File: config.mk
export PLATFORM = sky130hd
export DESIGN_NAME = mc_controller
export DESIGN_NICKNAME = d
export VERILOG_FILES = /design/src/rtl/mc_controller.sv
export SDC_FILE = /design/constraint.sdc
export NUM_CORES = 1
export LEC_CHECK = 0
export ABC_AREA = 1
export BUFFER_PORTS_ARGS = -buffer_cell sky130_fd_sc_hd__buf_2
export CAP_MARGIN = 20
export CORE_AREA = 5 5 50 52
export DETAILED_ROUTE_END_ITERATION = 10
export DIE_AREA = 0 0 55 57
export GPL_TIMING_DRIVEN = 0
export PLACE_DENSITY = 0.72
export REMOVE_ABC_BUFFERS = 1
export SYNTH_ARGS = -nofsm -noshare
export SYNTH_HDL_FRONTEND = slang
export SYNTH_SLANG_ARGS = --single-unit
File: constraint.sdc
create_clock -name clk -period 1.96 [get_ports clk]
set_clock_uncertainty 0.2 [all_clocks]
set_input_delay 0.196 -clock clk [delete_from_list [all_inputs] [get_ports clk]]
set_output_delay 0.196 -clock clk [all_outputs]
set_load 0.1 [all_outputs]
File: src/rtl/mc_controller.sv
// Multi-cycle MIPS-style main controller.
// A Moore FSM sequences fetch/decode/execute/writeback. The only Mealy terms are
// the mem_ready-qualified fetch/store signals and the zero-qualified branch PC write.
// While rst is low every output is forced to zero.
module mc_controller #(
  parameter bit ILLEGAL_HALT = 1'b1
) (
  input  logic       clk,
  input  logic       rst,
  input  logic [5:0] opcode,
  input  logic [5:0] funct,
  input  logic       zero,
  input  logic       mem_ready,
  output logic       PCWrite,
  output logic       PCWriteCond,
  output logic       IorD,
  output logic       MemRead,
  output logic       MemWrite,
  output logic       IRWrite,
  output logic       MemToReg,
  output logic       RegDst,
  output logic       RegWrite,
  output logic       ALUSrcA,
  output logic       IsJal,
  output logic       IsLui,
  output logic [1:0] ALUSrcB,
  output logic [1:0] PCSource,
  output logic [3:0] ALUOp,
  output logic       instr_done,
  output logic       halted,
  output logic [3:0] state
);

  typedef enum logic [3:0] {
    StFetch   = 4'd0,
    StDecode  = 4'd1,
    StMemAddr = 4'd2,
    StMemRd   = 4'd3,
    StWbMem   = 4'd4,
    StMemWr   = 4'd5,
    StExecR   = 4'd6,
    StWbR     = 4'd7,
    StBranch  = 4'd8,
    StJump    = 4'd9,
    StJal     = 4'd10,
    StExecI   = 4'd11,
    StWbI     = 4'd12,
    StLui     = 4'd13,
    StJr      = 4'd14,
    StHalt    = 4'd15
  } state_e;

  typedef struct packed {
    logic       pc_write;
    logic       pc_write_cond;
    logic       i_or_d;
    logic       mem_read;
    logic       mem_write;
    logic       ir_write;
    logic       mem_to_reg;
    logic       reg_dst;
    logic       reg_write;
    logic       alu_src_a;
    logic       is_jal;
    logic       is_lui;
    logic [1:0] alu_src_b;
    logic [1:0] pc_source;
    logic [3:0] alu_op;
    logic       instr_done;
    logic       halted;
  } ctrl_t;

  localparam logic [5:0] OpRtype = 6'b000000;
  localparam logic [5:0] OpLw    = 6'b100011;
  localparam logic [5:0] OpSw    = 6'b101011;
  localparam logic [5:0] OpBeq   = 6'b000100;
  localparam logic [5:0] OpBne   = 6'b000101;
  localparam logic [5:0] OpJ     = 6'b000010;
  localparam logic [5:0] OpJal   = 6'b000011;
  localparam logic [5:0] OpAddi  = 6'b001000;
  localparam logic [5:0] OpLui   = 6'b001111;

  localparam logic [5:0] FnJr  = 6'b001000;
  localparam logic [5:0] FnAdd = 6'b100000;
  localparam logic [5:0] FnSub = 6'b100010;
  localparam logic [5:0] FnAnd = 6'b100100;
  localparam logic [5:0] FnOr  = 6'b100101;
  localparam logic [5:0] FnSlt = 6'b101010;

  localparam logic [3:0] AluAnd = 4'b0000;
  localparam logic [3:0] AluOr  = 4'b0001;
  localparam logic [3:0] AluAdd = 4'b0010;
  localparam logic [3:0] AluSub = 4'b0110;
  localparam logic [3:0] AluSlt = 4'b0111;

  state_e state_q, state_d;
  state_e illegal_next;
  logic   r_legal;
  logic [3:0] r_alu_op;
  ctrl_t  ctrl, ctrl_g;

  assign illegal_next = ILLEGAL_HALT ? StHalt : StFetch;

  // R-type funct decode: ALU operation and legality.
  always_comb begin
    r_legal  = 1'b1;
    r_alu_op = AluAdd;
    case (funct)
      FnAdd:   r_alu_op = AluAdd;
      FnSub:   r_alu_op = AluSub;
      FnAnd:   r_alu_op = AluAnd;
      FnOr:    r_alu_op = AluOr;
      FnSlt:   r_alu_op = AluSlt;
      default: r_legal  = 1'b0;
    endcase
  end

  // State register with synchronous active-low reset.
  always_ff @(posedge clk) begin
    if (!rst) begin
      state_q <= StFetch;
    end else begin
      state_q <= state_d;
    end
  end

  // Next-state logic.
  always_comb begin
    state_d = state_q;
    unique case (state_q)
      StFetch: begin
        if (mem_ready) state_d = StDecode;
      end
      StDecode: begin
        case (opcode)
          OpRtype:      state_d = (funct == FnJr) ? StJr : StExecR;
          OpLw, OpSw:   state_d = StMemAddr;
          OpBeq, OpBne: state_d = StBranch;
          OpJ:          state_d = StJump;
          OpJal:        state_d = StJal;
          OpAddi:       state_d = StExecI;
          OpLui:        state_d = StLui;
          default:      state_d = illegal_next;
        endcase
      end
      StMemAddr: begin
        if (opcode == OpLw)      state_d = StMemRd;
        else if (opcode == OpSw) state_d = StMemWr;
        else                     state_d = illegal_next;
      end
      StMemRd: begin
        if (mem_ready) state_d = StWbMem;
      end
      StMemWr: begin
        if (mem_ready) state_d = StFetch;
      end
      StExecR: state_d = r_legal ? StWbR : illegal_next;
      StExecI: state_d = StWbI;
      StHalt:  state_d = StHalt;
      // Final cycle of every other instruction class.
      default: state_d = StFetch;
    endcase
  end

  // Control decode from the current state.
  always_comb begin
    ctrl = '0;
    unique case (state_q)
      StFetch: begin
        ctrl.mem_read  = 1'b1;
        ctrl.alu_src_b = 2'b01;
        ctrl.alu_op    = AluAdd;
        ctrl.ir_write  = mem_ready;
        ctrl.pc_write  = mem_ready;
      end
      StDecode: begin
        ctrl.alu_src_b = 2'b11;
        ctrl.alu_op    = AluAdd;
      end
      StMemAddr, StExecI: begin
        ctrl.alu_src_a = 1'b1;
        ctrl.alu_src_b = 2'b10;
        ctrl.alu_op    = AluAdd;
      end
      StMemRd: begin
        ctrl.mem_read = 1'b1;
        ctrl.i_or_d   = 1'b1;
      end
      StWbMem: begin
        ctrl.reg_write  = 1'b1;
        ctrl.mem_to_reg = 1'b1;
        ctrl.instr_done = 1'b1;
      end
      StMemWr: begin
        ctrl.mem_write  = 1'b1;
        ctrl.i_or_d     = 1'b1;
        ctrl.instr_done = mem_ready;
      end
      StExecR: begin
        ctrl.alu_src_a = 1'b1;
        ctrl.alu_op    = r_alu_op;
      end
      StWbR: begin
        ctrl.reg_write  = 1'b1;
        ctrl.reg_dst    = 1'b1;
        ctrl.instr_done = 1'b1;
      end
      StBranch: begin
        ctrl.alu_src_a     = 1'b1;
        ctrl.alu_op        = AluSub;
        ctrl.pc_source     = 2'b01;
        ctrl.pc_write_cond = 1'b1;
        // opcode bit 0 separates bne from beq
        ctrl.pc_write      = opcode[0] ? ~zero : zero;
        ctrl.instr_done    = 1'b1;
      end
      StJump: begin
        ctrl.pc_source  = 2'b10;
        ctrl.pc_write   = 1'b1;
        ctrl.instr_done = 1'b1;
      end
      StJal: begin
        ctrl.pc_source  = 2'b10;
        ctrl.pc_write   = 1'b1;
        ctrl.reg_write  = 1'b1;
        ctrl.is_jal     = 1'b1;
        ctrl.instr_done = 1'b1;
      end
      StWbI: begin
        ctrl.reg_write  = 1'b1;
        ctrl.instr_done = 1'b1;
      end
      StLui: begin
        ctrl.reg_write  = 1'b1;
        ctrl.is_lui     = 1'b1;
        ctrl.instr_done = 1'b1;
      end
      StJr: begin
        ctrl.pc_source  = 2'b11;
        ctrl.pc_write   = 1'b1;
        ctrl.instr_done = 1'b1;
      end
      StHalt: begin
        ctrl.halted = 1'b1;
      end
      default: ctrl = '0;
    endcase
  end

  // Reset forces every output low, including mid-transfer strobes.
  assign ctrl_g = rst ? ctrl : '0;
  assign state  = rst ? state_q : 4'd0;

  assign PCWrite     = ctrl_g.pc_write;
  assign PCWriteCond = ctrl_g.pc_write_cond;
  assign IorD        = ctrl_g.i_or_d;
  assign MemRead     = ctrl_g.mem_read;
  assign MemWrite    = ctrl_g.mem_write;
  assign IRWrite     = ctrl_g.ir_write;
  assign MemToReg    = ctrl_g.mem_to_reg;
  assign RegDst      = ctrl_g.reg_dst;
  assign RegWrite    = ctrl_g.reg_write;
  assign ALUSrcA     = ctrl_g.alu_src_a;
  assign IsJal       = ctrl_g.is_jal;
  assign IsLui       = ctrl_g.is_lui;
  assign ALUSrcB     = ctrl_g.alu_src_b;
  assign PCSource    = ctrl_g.pc_source;
  assign ALUOp       = ctrl_g.alu_op;
  assign instr_done  = ctrl_g.instr_done;
  assign halted      = ctrl_g.halted;

endmodule

==> impl_metrics.env, run 1 <==
export IMPL_startpoint="state_q[1]"
export IMPL_comb_power_share=0.867
export IMPL_ys_types=31
export IMPL_max_freq_mhz=473
export IMPL_reg2reg_from="state_q[2]"
export IMPL_cts_tree="yes"
export IMPL_arrival_ns=1.72
export IMPL_largest_reg_flops=4
export IMPL_p_seq_frac=0.093
export IMPL_setup_ws_ns=-0.154
export IMPL_drtIter0Drc=54
export IMPL_dp_cells=230
export IMPL_gp_congestion=0.853
export IMPL_ys_seq_area_frac=0.0948
export IMPL_rsz0062_at_grt="true"
export IMPL_ys_top_cells_by_area="nand2_1 17%, nor2_1 13%, inv_1 11%"
export IMPL_violations="setup timing"
export IMPL_die_h_um=57
export IMPL_portBuffers=40
export IMPL_hold_worst_slack_ns=0.0917
export IMPL_ir_drop_v=0.00149
export IMPL_first_pass_iters=6
export IMPL_timing_setup_tns_ns=-0.534
export IMPL_worstSetupEndpointType="output pin"
export IMPL_critical_path_max_stage_delay_ns=0.37
export IMPL_vias_per_cell=5.37
export IMPL_die_x_um=55
export IMPL_tightestPinTransition_ns=0.833
export IMPL_synth_seq_cells=4
export IMPL_min_path_type="input port to flop"
export IMPL_drc=0
export IMPL_critPathRequiredTime_ns=1.56
export IMPL_cp_buffers_inverters=2
export IMPL_num_vias=1322
export IMPL_hold_start="mem_ready"
export IMPL_clk_latency_ns=0.23
export IMPL_rr_endpoint="state_q[0]"
export IMPL_cts_buffers=3
export IMPL_nFillCells=177
export IMPL_grt_pass1_vias=1151
export IMPL_drive_above_1_share=0.436
export IMPL_path_max_fanout=8
export IMPL_synth_yosys_warnings=0
export IMPL_cts_root_buf="clkbuf_4"
export IMPL_hold_violations=0
export IMPL_routedWlPerCell_um=13.9
export IMPL_start_kind="flop"
export IMPL_area_delta_synth_final_pct=69.6
export IMPL_synth_area_um2=845
export IMPL_clkPwrFrac=0.040
export IMPL_top_level_ports=42
export IMPL_fp_row_count=17
export IMPL_final_cells=246
export IMPL_critPathTopFamily="compound AO/OA/AOI/OAI gates"
export IMPL_dp_slack_ns=-0.187
export IMPL_dp_hpwl_mm=2.05
export IMPL_synthCells=166
export IMPL_synth_top_area_cell="nand2_1"
export IMPL_grt_pass1_wl_mm=4.46
export IMPL_cp_depth=7
export IMPL_core_area_mm2=0.00206
export IMPL_cp_slowest_cell="dfxtp_4"
export IMPL_diodes=0
export IMPL_holdBufCountCts=0
export IMPL_worstSetupEndpoint="instr_done"
export IMPL_clk_pin_slew_ns=0.04
export IMPL_slew_violations=0
export IMPL_wirelength_mm=3.42
export IMPL_p_per_area_mw_per_mm2=1740
export IMPL_start_util=0.409
export IMPL_h_tree_depth=1
export IMPL_switching_share=0.674
export IMPL_final_nets=236
export IMPL_period_share=1.08
export IMPL_worst_setup_path_type="flop to output pin"
export IMPL_slew_limit_headroom=0.444
export IMPL_clock_path_buffers=2
export IMPL_drv_cap=0
export IMPL_status="complete, but fails checks"
export IMPL_cts_sinks=4
export IMPL_p_leak_nw=0.736
export IMPL_top_register="state_q"
export IMPL_muxShareOfSynthArea=0
export IMPL_setup_viol=7
export IMPL_antenna_found_initial=0
export IMPL_synth_fa_ha_area_frac=0
export IMPL_regToRegSetupSlack_ns=0.33
export IMPL_r2r_cells=8
export IMPL_grt_max_degree=22
export IMPL_p_int_mw=0.816
export IMPL_period_needed_ns=2.11
export IMPL_reg_top3="state_q x4"
export IMPL_overflow=0
export IMPL_avgSynthCellArea_um2=5.09
export IMPL_fp_dieArea_mm2=0.00314
export IMPL_synth_compound_area_share=0.178
export IMPL_gr_usage_all_layers=0.187
export IMPL_synth_xor_area_share=0.0104
export IMPL_yosys_area_share_simple=0.550
export IMPL_detail_route_antenna_nets=0
export IMPL_p_switching_mw=1.68
export IMPL_synth_top_family_by_area="simple AND/OR/NAND/NOR gates"
export IMPL_yosys_area_top_type_share=0.169
export IMPL_path_cells="nand2_2 -> inv_1 -> o21ai_1 -> a31oi_4 -> nor2_1 -> nand2_1 -> buf_12"
## power by group through the flow
stage	Clock (mW)	Sequential (mW)	Combinational [mW]
floorplan	0	0.182	1.39
finish	0.100	0.232	2.17
CTS	0.107	0.209	1.88
detailed placement	0	0.198	1.62
global placement	0	0.196	1.61
global route	0.115	0.234	2.26
## layout make-up
type,count,area [um2],area share
clock buffers,3,22.5,0.0157
multi-input cells,127,737,0.514
repair buffers,53,419,0.293
inverters,31,124,0.0865
well taps,28,35.0,0.0245
flip-flops and latches,4,95.1,0.0664
## cells in the mapped netlist
| cell | instances |
|---|---|
| nor3_2 | 1 |
| buf_4 | 1 |
| nand2_1 | 38 |
| xor2_1 | 1 |
| nand2_2 | 2 |
| nand3_1 | 12 |
| o21ai_0 | 4 |
| nor2_2 | 6 |
| o21ai_2 | 1 |
| nand2_4 | 1 |
| buf_2 | 2 |
| o21ai_1 | 1 |
| a41oi_1 | 1 |
| a21oi_1 | 9 |
| a21oi_2 | 1 |
| nor4_1 | 1 |
| nor3_1 | 3 |
| a31oi_1 | 4 |
| clkbuf_1 | 1 |
| a22oi_1 | 1 |
| conb_1 | 1 |
| nor2_1 | 29 |
| or2_1 | 2 |
| nand4_1 | 3 |
| nor2_4 | 2 |
| a31oi_2 | 1 |
| o32ai_1 | 1 |
| inv_2 | 6 |
| dfxtp_1 | 4 |
| nor2b_1 | 1 |
| inv_1 | 25 |
## per-layer routing
metal / up-vias / global-route usage / routed length (um)
li1: 630 / - / -
met1: 596 / 0.212 / 1240
met2: 79 / 0.324 / 1780
met3: 17 / 0.0209 / 275
met4: 0 / 0.104 / 129
met5: - / 0 / 0
## cells by family (layout without fill, tap and decap cells)
| logic type | Yosys count | in the layout |
|---|---|---|
| flip-flops | 4 | 4 |
| XOR/XNOR | 1 | 1 |
| AO/OA/AOI/OAI | 24 | 24 |
| other | 1 | 1 |
| AND/OR/NAND/NOR | 101 | 101 |
| buffers and inverters | 35 | 87 |
## stage by stage
| step | instance area [um2] | total power [mW] | util |
|---|---|---|---|
| 6_report | 1430 | 2.50 | 0.694 |
| 5_1_grt | 1430 | 2.60 | 0.694 |
| 4_1_cts | 1250 | 2.20 | 0.606 |
| 3_5_place_dp | 1060 | 1.81 | 0.513 |
| 3_3_place_gp | 1060 | 1.80 | 0.513 |
| 2_1_floorplan | 823 | 1.57 | - |
## layout by cell type (no fill, tap or decap), types with 2 or more instances in the layout
cell	Yosys	final
a21oi_1	9	8
a31oi_2	1	2
a31oi_4	0	2
buf_12	0	3
buf_2	2	20
buf_4	1	16
buf_6	0	9
clkbuf_4	0	8
dfxtp_4	0	4
inv_1	25	22
inv_2	6	6
inv_4	0	3
nand2_1	38	36
nand2_2	2	4
nand3_1	12	12
nand4_1	3	3
nor2_1	29	25
nor2_2	6	2
nor2_4	2	10
nor3_1	3	3
o21ai_0	4	2
o21ai_1	1	3
or2_1	2	2
## worst register-to-register path, stage by stage (launching register included)
cell	delay (ns)
dfxtp_4	0.39
inv_4	0.05
nor2_4	0.15
buf_4	0.16
nand2_1	0.10
a31oi_2	0.25
nor3_2	0.08
nand2_1	0.11
nand2_1	0.05
## worst min path at each step
stage	end	slack, ns	depth (start not counted)
final	state_q[2]	0.09	4
after global routing	state_q[0]	0.11	4
after CTS	state_q[2]	0.08	4
after detailed placement	state_q[2]	0.34	4
after global placement	state_q[2]	0.33	4
after floorplan	state_q[0]	0.16	3
## timing repair
| item | in CTS | in global routing |
|---|---|---|
| gates resized for setup | 38 | 40 |
| endpoints found under the setup margin | 21 | 17 |
| hold endpoints to repair | 0 | 0 |
| setup buffers | 7 | 6 |
| pin swaps | 3 | 10 |
Power figures use the tool's default switching activity.
==> run 2, diff against run 1 <==
- SETUP_SLACK_MARGIN: default -> 0.4
- clock period: 1.96 -> 2.4 ns (I/O delays scaled with it)
==> run 2 against run 1 <==
  * The run now ends clean
  * Clock power is 17% lower
  * Final area is 1.4% lower
  * Sequential share of layout area is 0.094 points higher
  * Combinational power is 21% lower
  * Core utilization is 0.97 points lower
  * Die area stayed put
  * Worst setup slack better by 0.44 ns
  * Global-route usage is 0.051 points lower
  * Highest routed layer unchanged
==> impl_metrics.env, run 2 (synthesis results as in run 1) <==
export IMPL_status="complete, no violations"
export IMPL_finalPower_mw=1.98
export IMPL_r2r_cells=8
export IMPL_clock_path_buffers=2
export IMPL_cts_root_buf="clkbuf_4"
export IMPL_drc=0
export IMPL_h_tree_depth=1
export IMPL_top_register="state_q"
export IMPL_drv_cap=0
export IMPL_hold_end="state_q[2]"
export IMPL_max_freq_mhz=472
export IMPL_largest_reg_flops=4
export IMPL_reg_top3="state_q x4"
export IMPL_path_cells="buf_4 -> nor2_4 -> inv_4 -> nor2_4 -> inv_2 -> a21oi_2 -> nor2_1 -> nand2_1 -> buf_12"
export IMPL_ff_latch_area_um2=95.1
export IMPL_fp_row_count=17
export IMPL_fin_util=0.685
export IMPL_antenna_found_initial=0
export IMPL_layout_common_cells="37 x nand2_1, 26 x nor2_1, 22 x inv_1"
export IMPL_grt_pass1_vias=1161
export IMPL_nFillCells=189
export IMPL_hold_start="mem_ready"
export IMPL_cts_sinks=4
export IMPL_period_share=0.883
export IMPL_detail_route_antenna_nets=0
export IMPL_p_leak_nw=0.731
export IMPL_die_x_um=55
export IMPL_area_delta_synth_final_pct=67.3
export IMPL_worstSetupEndpointType="output pin"
export IMPL_critical_path_max_stage_delay_ns=0.36
export IMPL_period_needed_ns=2.12
export IMPL_start_util=0.409
export IMPL_critPathTopFamily="buffers and inverters"
export IMPL_core_area_mm2=0.00206
export IMPL_min_path_type="input port to flop"
export IMPL_die_h_um=57
export IMPL_cp_slowest_cell="dfxtp_4"
export IMPL_multiInputGateArea_um2=727
export IMPL_tightestPinTransition_ns=0.732
export IMPL_portBuffers=40
export IMPL_min_path_cells=4
export IMPL_cts_buffers=3
export IMPL_start_kind="flop"
export IMPL_slew_violations=0
export IMPL_grt_pass1_wl_mm=4.45
export IMPL_gp_congestion=0.853
export IMPL_reg2reg_from="state_q[2]"
export IMPL_rr_endpoint="state_q[0]"
export IMPL_p_per_area_mw_per_mm2=1400
export IMPL_path_max_fanout=5
export IMPL_gr_usage_all_layers=0.186
export IMPL_vias_per_cell=5.25
export IMPL_clk_latency_ns=0.23
export IMPL_grt_max_degree=22
export IMPL_setup_viol=0
export IMPL_arrival_ns=1.68
export IMPL_clk_pin_slew_ns=0.04
export IMPL_drive_above_1_share=0.426
export IMPL_num_vias=1280
export IMPL_drtIter0Drc=23
export IMPL_critPathRequiredTime_ns=1.96
export IMPL_worst_path_most_repeated_cell="nor2_4"
export IMPL_final_common_cell="nand2_1"
export IMPL_cp_depth=9
export IMPL_rsz0062_at_grt="true"
export IMPL_dp_hpwl_mm=2.05
export IMPL_routedWlPerCell_um=13.1
export IMPL_fp_dieArea_mm2=0.00314
export IMPL_top_level_ports=42
export IMPL_first_pass_iters=4
export IMPL_worst_setup_path_type="flop to output pin"
export IMPL_diodes=0
export IMPL_slew_limit_headroom=0.512
export IMPL_hold_violations=0
export IMPL_overflow=0
export IMPL_ir_drop_v=0.00118
export IMPL_regToRegSetupSlack_ns=0.80
export IMPL_final_nets=234
export IMPL_cp_buffers_inverters=4
export IMPL_cts_tree="yes"
export IMPL_wirelength_mm=3.19
export IMPL_startpoint="state_q[2]"
==> run 2: layout make-up <==
class | count | area share
multi-input combinational | 127 | 0.515
clock buffer | 3 | 0.0159
timing repair buffer | 51 | 0.290
inverter | 31 | 0.0877
tap | 28 | 0.0248
sequential | 4 | 0.0673
==> run 2: how the worst max path moves through the flow <==
stage | end | slack, ns
2_1_floorplan | instr_done | -1.32
3_3_place_gp | ALUOp[0] | 0.24
3_5_place_dp | ALUOp[0] | 0.21
4_1_cts | ALUOp[2] | 0.32
5_1_grt | instr_done | 0.24
6_report | instr_done | 0.28
==> run 2: through the flow <==
step / TNS, ns / setup slack (ns) / hold slack [ns] / area [um2] / instances
finish: 0 / 0.282 / 0.133 / 1410 / 244
global route: 0 / 0.244 / 0.150 / 1410 / 244
CTS: 0 / 0.317 / 0.121 / 1230 / 240
detailed placement: 0 / 0.209 / 0.379 / 1060 / 230
global placement: 0 / 0.242 / 0.376 / 1060 / 230
floorplan: -9.66 / -1.32 / 0.206 / 823 / 162
==> run 2: metal layers <==
layer	track usage	part of all wire	up-vias
met5	0	0	-
met4	0.101	0.042	0
met3	0.0235	0.065	19
met2	0.324	0.51	64
met1	0.210	0.38	566
li1	-	-	631
==> run 2: timing repair <==
action,CTS,global route
buffers inserted,7,4
endpoints found under the setup margin,21,19
hold buffers,0,0
gates resized for setup,33,46
pin swaps,3,13
==> run 2: worst register-to-register path: stages (launching register included) <==
cell and delay (ns):
dfxtp_4 0.38, inv_4 0.05, nor2_4 0.14, buf_4 0.15, nand2_1 0.09, a31oi_2 0.24
nor3_2 0.08, nand2_1 0.11, nand2_1 0.05
==> run 2: report_power, final <==
part / switching, mW / internal, mW / leakage [nW]
sequential: 0.0764 / 0.113 / 0.0356
clock: 0.0268 / 0.0559 / 0.0138
combinational: 1.24 / 0.473 / 0.682
total: 1.34 / 0.641 / 0.731
==> run 3, diff against run 2 <==
- RECOVER_POWER: default -> 50
- clock period: 2.4 -> 2.19 ns (I/O delays scaled with it)
==> run 3 against run 2 <==
  * Non-clock buffer count rose by 10
  * Worst hold slack improved by 0.012 ns
  * Critical path type unchanged
  * Count of clock-buffer cells in the layout unchanged
  * Critical path depth is 2 lower
  * Cell count increased by 4.1%
  * Final area increased by 11%
  * Wire length is 24% higher
==> impl_metrics.env, run 3 (synthesis results as in run 1) <==
export IMPL_die_x_um=55
export IMPL_start_kind="flop"
export IMPL_clk_latency_ns=0.24
export IMPL_overflow=0
export IMPL_top_register="state_q"
export IMPL_postPlaceCellArea_mm2=0.00106
export IMPL_vias_per_cell=5.51
export IMPL_switching_share=0.643
export IMPL_tightestPinTransition_ns=0.881
export IMPL_final_nets=244
export IMPL_holdBufCountCts=0
export IMPL_comb_power_share=0.883
export IMPL_setup_ws_ns=0.0219
export IMPL_cts_root_buf="clkbuf_4"
export IMPL_diodes=0
export IMPL_worstSetupEndpointType="output pin"
export IMPL_die_h_um=57
export IMPL_slew_violations=0
export IMPL_clock_path_buffers=2
export IMPL_period_needed_ns=2.17
export IMPL_fp_row_count=17
export IMPL_fp_dieArea_mm2=0.00314
export IMPL_p_seq_frac=0.079
export IMPL_p_int_mw=0.876
export IMPL_gp_congestion=0.853
export IMPL_routedWlPerCell_um=15.5
export IMPL_clkPwrFrac=0.038
export IMPL_slew_limit_headroom=0.412
export IMPL_timing_setup_tns_ns=0
export IMPL_cts_buffers=3
export IMPL_dp_hpwl_mm=2.05
export IMPL_first_pass_iters=4
export IMPL_min_path_type="input port to flop"
export IMPL_drtIter0Drc=71
export IMPL_detail_route_antenna_nets=0
export IMPL_cts_tree="yes"
export IMPL_start_util=0.409
export IMPL_stdcell_area_mm2=0.00157
export IMPL_final_common_cell="nand2_1"
export IMPL_reg_top3="state_q x4"
export IMPL_worst_setup_path_type="flop to output pin"
export IMPL_grt_pass1_vias=1220
export IMPL_hold_worst_slack_ns=0.145
export IMPL_path_max_fanout=8
export IMPL_cts_sinks=4
export IMPL_core_area_mm2=0.00206
export IMPL_grt_pass1_wl_mm=5.02
export IMPL_period_share=0.990
export IMPL_grt_max_degree=22
export IMPL_setup_viol=0
export IMPL_portBuffers=40
export IMPL_num_vias=1400
export IMPL_layout_common_cells="36 x nand2_1, 23 x nor2_1, 20 x inv_1"
export IMPL_gr_usage_all_layers=0.212
export IMPL_critPathRequiredTime_ns=1.77
export IMPL_top_level_ports=42
export IMPL_drv_cap=0
export IMPL_dp_slack_ns=0.0203
export IMPL_antenna_found_initial=0
export IMPL_p_switching_mw=1.58
export IMPL_drive_above_1_share=0.491
export IMPL_p_leak_nw=0.795
export IMPL_largest_reg_flops=4
export IMPL_h_tree_depth=1
export IMPL_ir_drop_v=0.00133
export IMPL_area_delta_synth_final_pct=85.6
export IMPL_max_freq_mhz=461
export IMPL_hold_violations=0
export IMPL_status="complete, no violations"
export IMPL_nFillCells=142
export IMPL_rsz0062_at_grt="true"
export IMPL_p_per_area_mw_per_mm2=1570
export IMPL_drc=0
export IMPL_arrival_ns=1.75
export IMPL_clk_pin_slew_ns=0.04
export IMPL_wirelength_mm=3.95
[run 3: cell types whose count changed in the layout (fill, tap and decap cells not counted), moves of 3 or more]
cell | previous run | this run
buf_6 | 7 | 15
clkbuf_2 | 0 | 8
clkbuf_4 | 8 | 3
nor2_4 | 9 | 13
buf_2 | 20 | 17
inv_2 | 6 | 9
nor2_1 | 26 | 23
[run 3: layer usage]
metal / track usage / wire length (um) / vias up / share of wire
met1: 0.237 / 1350 / 600 / 0.34
met4: 0.115 / 252 / 0 / 0.064
met2: 0.368 / 1980 / 121 / 0.50
met5: 0 / 0 / - / 0
met3: 0.0313 / 365 / 32 / 0.092
li1: - / - / 647 / -
[run 3: path summary, 6_finish.rpt]
path              depth (start not counted)  slack, ns        from          to
setup / recovery                          7       0.02  state_q[1]  instr_done
hold / removal                            4       0.15   mem_ready  state_q[2]
setup reg to reg                          8       0.34  state_q[2]  state_q[0]
hold reg to reg                           5       0.51  state_q[2]  state_q[2]
[run 3: timing repair]
item / in CTS / in global routing
gates resized for setup: 70 / 44
setup buffers: 12 / 9
pin swaps: 9 / 18
endpoints found under the setup margin: 21 / 22
[run 3: critical path: stages, from the launching register on]
cell and delay (ns):
dfxtp_4 0.37, nand2_2 0.19, inv_1 0.09, o21ai_1 0.25
a31oi_4 0.16, nor2_2 0.20, nand2_2 0.09, buf_12 0.17
[run 3: layout make-up]
| cell class | count | area (um2) | share of cell area |
|---|---|---|---|
| timing repair buffer | 61 | 534 | 0.341 |
| inverter | 31 | 121 | 0.0774 |
| multi-input combinational | 127 | 759 | 0.484 |
| tap | 28 | 35.0 | 0.0223 |
| clock buffer | 3 | 22.5 | 0.0144 |
| sequential | 4 | 95.1 | 0.0607 |
[run 3: stage by stage]
step	total power, mW	std cells	util
2_1_floorplan	1.41	162	-
3_3_place_gp	1.61	230	0.513
3_5_place_dp	1.62	230	0.513
4_1_cts	2.13	245	0.678
5_1_grt	2.54	254	0.760
6_report	2.46	254	0.760
[run 3: power groups by stage]
| stage | sequential, mW | clock [mW] | combinational [mW] |
|---|---|---|---|
| after floorplan | 0.163 | 0 | 1.24 |
| after global placement | 0.176 | 0 | 1.44 |
| after detailed placement | 0.177 | 0 | 1.45 |
| after CTS | 0.182 | 0.0956 | 1.85 |
| after global routing | 0.197 | 0.101 | 2.24 |
| final | 0.195 | 0.0922 | 2.17 |
